--- src/rtl/hazard_pkg.sv ---
// Shared types and constants for the operand hazard scoreboard.
package hazard_pkg;

  localparam int unsigned MAX_RW  = 8;
  localparam int unsigned XZR_IDX = 31;

  localparam int unsigned FWD_RF  = 0;
  localparam int unsigned FWD_EX  = 1;
  localparam int unsigned FWD_MEM = 2;
  localparam int unsigned FWD_WB  = 3;

  // rd is held at a fixed maximum width so the struct is independent of NUM_REGS
  typedef struct packed {
    logic              valid;
    logic [MAX_RW-1:0] rd;
    logic              regwrite;
    logic              load;
  } entry_t;

  function automatic int unsigned xzr_index(input int unsigned num_regs);
    return num_regs - 1;
  endfunction

endpackage

--- src/rtl/hazard_scoreboard_if.sv ---
// Decode-side issue/source bundle and scoreboard hazard results.
interface hazard_scoreboard_if #(
  parameter int unsigned NUM_REGS = 32,
  parameter int unsigned DEPTH    = 3,
  parameter int unsigned NUM_SRC  = 3
);
  localparam int unsigned RW = $clog2(NUM_REGS);
  localparam int unsigned FW = $clog2(DEPTH + 1);

  logic                            issue_valid;
  logic [RW-1:0]                   issue_rd;
  logic                            issue_regwrite;
  logic                            issue_load;
  logic [NUM_SRC-1:0][RW-1:0]      src_addr;
  logic [NUM_SRC-1:0]              src_used;
  logic                            flush;
  logic                            stall;
  logic [NUM_SRC-1:0][FW-1:0]      fwd_sel;

  modport master (
    output issue_valid, issue_rd, issue_regwrite, issue_load,
    output src_addr, src_used, flush,
    input  stall, fwd_sel
  );

  modport slave (
    input  issue_valid, issue_rd, issue_regwrite, issue_load,
    input  src_addr, src_used, flush,
    output stall, fwd_sel
  );

endinterface

--- src/rtl/hazard_match.sv ---
// Per-source-port priority match across the tracked pipeline stages.
module hazard_match
  import hazard_pkg::*;
#(
  parameter  int unsigned NUM_REGS = 32,
  parameter  int unsigned DEPTH    = 3,
  parameter  int unsigned LOAD_LAT = 1,
  localparam int unsigned RW       = $clog2(NUM_REGS),
  localparam int unsigned FW       = $clog2(DEPTH + 1)
) (
  input  entry_t [DEPTH:1] stages,
  input  logic [RW-1:0]    src_addr,
  input  logic             src_used,
  output logic [FW-1:0]    sel,
  output logic             load_hit
);

  logic src_ok;

  assign src_ok = src_used && (src_addr != RW'(xzr_index(NUM_REGS)));

  // Oldest-to-youngest scan so the youngest matching producer overwrites sel
  always_comb begin
    sel      = FW'(FWD_RF);
    load_hit = 1'b0;
    for (int unsigned k = DEPTH; k >= 1; k--) begin
      if (src_ok && stages[k].valid && stages[k].regwrite &&
          (stages[k].rd == MAX_RW'(src_addr))) begin
        sel = FW'(k);
        if ((k <= LOAD_LAT) && stages[k].load) begin
          load_hit = 1'b1;
        end
      end
    end
  end

endmodule

--- src/rtl/hazard_scoreboard.sv ---
// Load-use stall and forwarding-select scoreboard over DEPTH post-decode stages.
// Optional stall counter enabled by defining HAZARD_SCOREBOARD_STATS_EN.
module hazard_scoreboard
  import hazard_pkg::*;
#(
  parameter int unsigned NUM_REGS = 32,
  parameter int unsigned DEPTH    = 3,
  parameter int unsigned NUM_SRC  = 3,
  parameter int unsigned LOAD_LAT = 1
) (
  input  logic                    clk,
  input  logic                    reset,
  hazard_scoreboard_if.slave      bus
`ifdef HAZARD_SCOREBOARD_STATS_EN
  ,
  output logic [31:0]             stall_count
`endif
);

  localparam int unsigned FW = $clog2(DEPTH + 1);

  entry_t [DEPTH:1]           stages_q;
  entry_t                     issue_entry;
  logic [NUM_SRC-1:0]         load_hit;
  logic [NUM_SRC-1:0][FW-1:0] fwd;
  logic                       stall;
  logic                       accept;

  for (genvar p = 0; p < NUM_SRC; p++) begin : g_port
    hazard_match #(
      .NUM_REGS (NUM_REGS),
      .DEPTH    (DEPTH),
      .LOAD_LAT (LOAD_LAT)
    ) u_match (
      .stages   (stages_q),
      .src_addr (bus.src_addr[p]),
      .src_used (bus.src_used[p]),
      .sel      (fwd[p]),
      .load_hit (load_hit[p])
    );
  end

  // Flush wins over a load-use stall: the consumer is squashed anyway
  assign stall       = (|load_hit) && !bus.flush;
  assign accept      = bus.issue_valid && !stall && !bus.flush;
  assign bus.stall   = stall;
  assign bus.fwd_sel = fwd;

  always_comb begin
    issue_entry          = '0;
    issue_entry.valid    = bus.issue_valid;
    issue_entry.rd       = MAX_RW'(bus.issue_rd);
    issue_entry.regwrite = bus.issue_regwrite;
    issue_entry.load     = bus.issue_load;
  end

  always_ff @(posedge clk or negedge reset) begin
    if (!reset) begin
      stages_q <= '0;
    end else begin
      for (int unsigned k = DEPTH; k >= 2; k--) begin
        stages_q[k] <= stages_q[k-1];
      end
      stages_q[1] <= accept ? issue_entry : '0;
    end
  end

`ifdef HAZARD_SCOREBOARD_STATS_EN
  always_ff @(posedge clk or negedge reset) begin
    if (!reset) begin
      stall_count <= '0;
    end else if (stall && (stall_count != '1)) begin
      stall_count <= stall_count + 32'd1;
    end
  end
`endif

endmodule
--- src/flat_wrapper.sv ---
// flat-port wrapper written by rule: the top's interface ports become plain ports
module hazard_scoreboard_flat import hazard_pkg::*;
#(
  parameter int unsigned NUM_REGS = 32,
  parameter int unsigned DEPTH    = 3,
  parameter int unsigned NUM_SRC  = 3,
  parameter int unsigned LOAD_LAT = 1
)
  (clk, reset, bus_issue_valid, bus_issue_rd, bus_issue_regwrite, bus_issue_load, bus_src_addr, bus_src_used, bus_flush, bus_stall, bus_fwd_sel);
  hazard_scoreboard_if #(.NUM_REGS(NUM_REGS), .DEPTH(DEPTH), .NUM_SRC(NUM_SRC)) bus_i ();
  input  logic clk;
  input  logic reset;
  input wire logic [$bits(bus_i.issue_valid)-1:0] bus_issue_valid;
  input wire logic [$bits(bus_i.issue_rd)-1:0] bus_issue_rd;
  input wire logic [$bits(bus_i.issue_regwrite)-1:0] bus_issue_regwrite;
  input wire logic [$bits(bus_i.issue_load)-1:0] bus_issue_load;
  input wire logic [$bits(bus_i.src_addr)-1:0] bus_src_addr;
  input wire logic [$bits(bus_i.src_used)-1:0] bus_src_used;
  input wire logic [$bits(bus_i.flush)-1:0] bus_flush;
  output wire logic [$bits(bus_i.stall)-1:0] bus_stall;
  output wire logic [$bits(bus_i.fwd_sel)-1:0] bus_fwd_sel;
  assign bus_i.issue_valid = bus_issue_valid;
  assign bus_i.issue_rd = bus_issue_rd;
  assign bus_i.issue_regwrite = bus_issue_regwrite;
  assign bus_i.issue_load = bus_issue_load;
  assign bus_i.src_addr = bus_src_addr;
  assign bus_i.src_used = bus_src_used;
  assign bus_i.flush = bus_flush;
  assign bus_stall = bus_i.stall;
  assign bus_fwd_sel = bus_i.fwd_sel;
  hazard_scoreboard #(.NUM_REGS(NUM_REGS), .DEPTH(DEPTH), .NUM_SRC(NUM_SRC), .LOAD_LAT(LOAD_LAT)) u_core (.clk(clk), .reset(reset), .bus(bus_i));
endmodule
--- config.mk ---
export PLATFORM = sky130hd
export DESIGN_NAME = hazard_scoreboard_flat
export DESIGN_NICKNAME = d
export VERILOG_FILES = /design/src/rtl/hazard_pkg.sv /design/src/rtl/hazard_scoreboard_if.sv /design/src/rtl/hazard_match.sv /design/src/rtl/hazard_scoreboard.sv /design/src/flat_wrapper.sv
export SDC_FILE = /design/constraint.sdc
export NUM_CORES = 1
export LEC_CHECK = 0
export ABC_AREA = 1
export BUFFER_PORTS_ARGS = -buffer_cell sky130_fd_sc_hd__buf_2
export CORE_MARGIN = 1
export CORE_UTILIZATION = 55
export CTS_BUF_LIST = sky130_fd_sc_hd__clkbuf_2 sky130_fd_sc_hd__clkbuf_4 sky130_fd_sc_hd__clkbuf_8
export DETAILED_ROUTE_END_ITERATION = 6
export PLACE_DENSITY = 0.78
export REMOVE_ABC_BUFFERS = 1
export SYNTH_ARGS = -nofsm -noshare
export SYNTH_HDL_FRONTEND = slang
export SYNTH_SLANG_ARGS = --single-unit
export TNS_END_PERCENT = 20
--- constraint.sdc ---
create_clock -name clk -period 1.97 [get_ports clk]
set_clock_uncertainty 0.05 [all_clocks]
set_input_delay 0.4925 -clock clk [delete_from_list [all_inputs] [get_ports clk]]
set_output_delay 0.4925 -clock clk [all_outputs]
set_load 0.03 [all_outputs]
==> results.sh <==
export IMPL_crit_required_ns=1.43
export IMPL_die_area_mm2=0.00297
export IMPL_power_density_mw_per_mm2=545
export IMPL_setup_violations=7
export IMPL_viasPerCell=5.31
export IMPL_cp_max_fo=4
export IMPL_synth_area_per_cell_um2=7.30
export IMPL_grt_pass1_wl_mm=5.49
export IMPL_dr_total_vias=1507
export IMPL_largest_reg_flops=22
export IMPL_seq_area_frac_synth_pct=36.3
export IMPL_drv_slew=0
export IMPL_placedCellCount=276
export IMPL_wirelength_mm=3.63
export IMPL_reg_largest_list="u_core.stages_q: 22 flops"
export IMPL_grt_use_total_pct=26.7
export IMPL_ys_seq_elements=22
export IMPL_status="finished, violations left"
export IMPL_power_frac_clock_pct=33.3
export IMPL_cts_root_buf="clkbuf_4"
export IMPL_max_freq_ghz=0.447
export IMPL_hp_class="in2async"
export IMPL_antenna_cells=0
export IMPL_fp_coreArea_mm2=0.00254
export IMPL_hold_viol=0
export IMPL_stdcell_count=284
export IMPL_final_cell_mix="48 x nand2_1, 32 x inv_1, 29 x buf_2"
export IMPL_final_net_count=284
export IMPL_crit_type="reg2out"
export IMPL_top_register="u_core.stages_q"
export IMPL_switching_share_pct=26.2
export IMPL_drtPass1Iterations=4
export IMPL_final_cell_area_mm2=0.00189
export IMPL_syn_area_mm2=0.00152
export IMPL_ant_nets=0
export IMPL_cts_tree="built"
export IMPL_path_clk_slew_ns=0.12
export IMPL_violations="negative setup slack"
export IMPL_maxCapViolations=0
export IMPL_rows=18
export IMPL_die_w_um=54.5
export IMPL_routedWlPerCell_um=12.8
export IMPL_grt_start_max_net_pins=23
export IMPL_rsz0062_at_grt="true"
export IMPL_min_period_ns=2.24
export IMPL_fin_crit_sh_pct=114
export IMPL_clock_path_buffers=2
export IMPL_initial_core_util_pct=59.6
export IMPL_antenna_found_initial=0
export IMPL_slew_headroom_pct=67.4
export IMPL_drtIter0Drc=38
export IMPL_worst_pin_slew_ns=0.489
export IMPL_switching_power_mw=0.270
export IMPL_startpoint_type="register"
export IMPL_area_delta_synth_final_pct=24.5
export IMPL_cts_htree_levels=1
export IMPL_grt_pass1_vias=1282
export IMPL_peakVddDrop_mv=0.645
export IMPL_p_leak_nw=0.998
export IMPL_syn_inst=208
export IMPL_layout_commonest_cell="nand2_1"
export IMPL_end_kind="primary output"
export IMPL_placed_area_mm2=0.00175
export IMPL_clk_latency_ns=0.31
export IMPL_yosys_cell_types_count=30
export IMPL_route_detailed_drc=0
export IMPL_pwr_share_seq_pct=47.8
export IMPL_io_pins=36
export IMPL_clock_sinks=22
export IMPL_hpwl_mm=2.78
export IMPL_worstPathArrival_ns=1.69
export IMPL_yosysWarningCount=0
export IMPL_ctsHoldBuffers=0
export IMPL_layout_setup_ws_ns=-0.267
export IMPL_fill_cells=196
export IMPL_drive_gt1_share_pct=32.3
export IMPL_gp_congestion=0.879
export IMPL_port_buffer_count=35
export IMPL_chipHeight_um=54.5
export IMPL_total_power_mw=1.03
export IMPL_p_int_mw=0.759
export IMPL_share_comb_of_total_power_pct=18.9
export IMPL_cts_made_buffers=3
export IMPL_grt_overflow=0
final timing paths:
path                                                from                             to  slack, ns  cells after the start
setup / recovery           u_core.stages_q[25]$_DFF_PN0_                 bus_fwd_sel[1]      -0.27                      6
min in group clk                          bus_issue_load   u_core.stages_q[0]$_DFF_PN0_       0.33                      3
hold reg to reg            u_core.stages_q[10]$_DFF_PN0_  u_core.stages_q[21]$_DFF_PN0_       0.34                      0
max in group asynchronous                          reset  u_core.stages_q[25]$_DFF_PN0_       1.44                      1
hold / removal                                     reset   u_core.stages_q[0]$_DFF_PN0_       0.07                      1
setup reg to reg            u_core.stages_q[4]$_DFF_PN0_   u_core.stages_q[2]$_DFF_PN0_       0.38                     10
cell type report:
cell class	count	area (µm²)	share of cell area, %
inverter	37	139	7.35
multi-input combinational	148	851	45.0
clock buffer	3	22.5	1.19
clock inverter	1	30.0	1.59
tap	30	37.5	1.99
timing repair buffer	43	250	13.2
sequential	22	559	29.6
power groups by stage:
stage,clock (mW),combinational [mW],sequential [mW]
after floorplan,0,0.104,0.493
after global placement,0,0.178,0.499
after detailed placement,0,0.179,0.499
after CTS,0.345,0.185,0.491
after global routing,0.367,0.214,0.494
final,0.343,0.195,0.492
synthesized netlist by cell type:
library cell	number	share of area, %
dfrtp_1	22	36
xnor2_1	12	6.9
nand3_1	11	3.6
or2_0	2	0.82
nand3b_1	1	0.49
nand2_1	48	12
o22ai_1	1	0.41
buf_6	1	0.74
nor2_1	15	3.7
or2_1	2	0.82
nor2_2	8	3.3
nor3_2	2	1.3
xor2_1	8	4.6
o21ai_0	3	0.99
inv_2	2	0.49
o21a_1	1	0.49
nand2_4	1	0.74
nand2_2	2	0.82
nand4_1	5	2.1
clkinv_1	1	0.25
inv_1	34	8.4
a21oi_1	8	2.6
and3_1	1	0.41
o21ai_1	5	1.6
o2111a_1	1	0.74
a21boi_1	2	0.99
nand3_2	3	2.0
o211ai_1	1	0.49
o21a_2	1	0.58
nor3_1	4	1.3
metrics by stage:
step | setup WS, ns | TNS [ns] | utilization (%) | hold slack, ns
finish | -0.267 | -1.53 | 74.2 | 0.0733
global route | -0.344 | -2.21 | 74.2 | 0.0900
CTS | -0.220 | -1.33 | 72.4 | 0.0794
detailed placement | -0.118 | -0.709 | 68.7 | 0.309
global placement | -0.117 | -0.493 | 68.7 | 0.307
floorplan | -0.0370 | -0.0667 | - | 0.147
repair_timing:
action,CTS,global route
cloned,0,0
buffers inserted,1,3
gates resized for setup,13,9
setup endpoints to repair,7,7
pin swaps,3,1
worst max-delay path, cell delays in order (launching register included):
cell and delay [ns]:
dfrtp_2 0.47, xnor2_1 0.17, nand4_1 0.18, nor3_2 0.19
nand2_1 0.07, a21oi_1 0.13, buf_4 0.18
cells by family after synthesis:
group           share of synthesized area (%)
flops                                    36.3
buf+inv                                  9.89
xor+xnor                                 11.5
simple gates                             33.3
compound gates                           8.99
per-layer routing:
| metal | part of all wire (%) | wire length [µm] | track usage [%] |
|---|---|---|---|
| met1 | 44 | 1580 | 32.0 |
| met2 | 48 | 1730 | 45.3 |
| met3 | 5.7 | 205 | 4.72 |
| met4 | 3.2 | 115 | 13.7 |
| met5 | 0 | 0 | 0 |
Power figures use the tool's default switching activity.
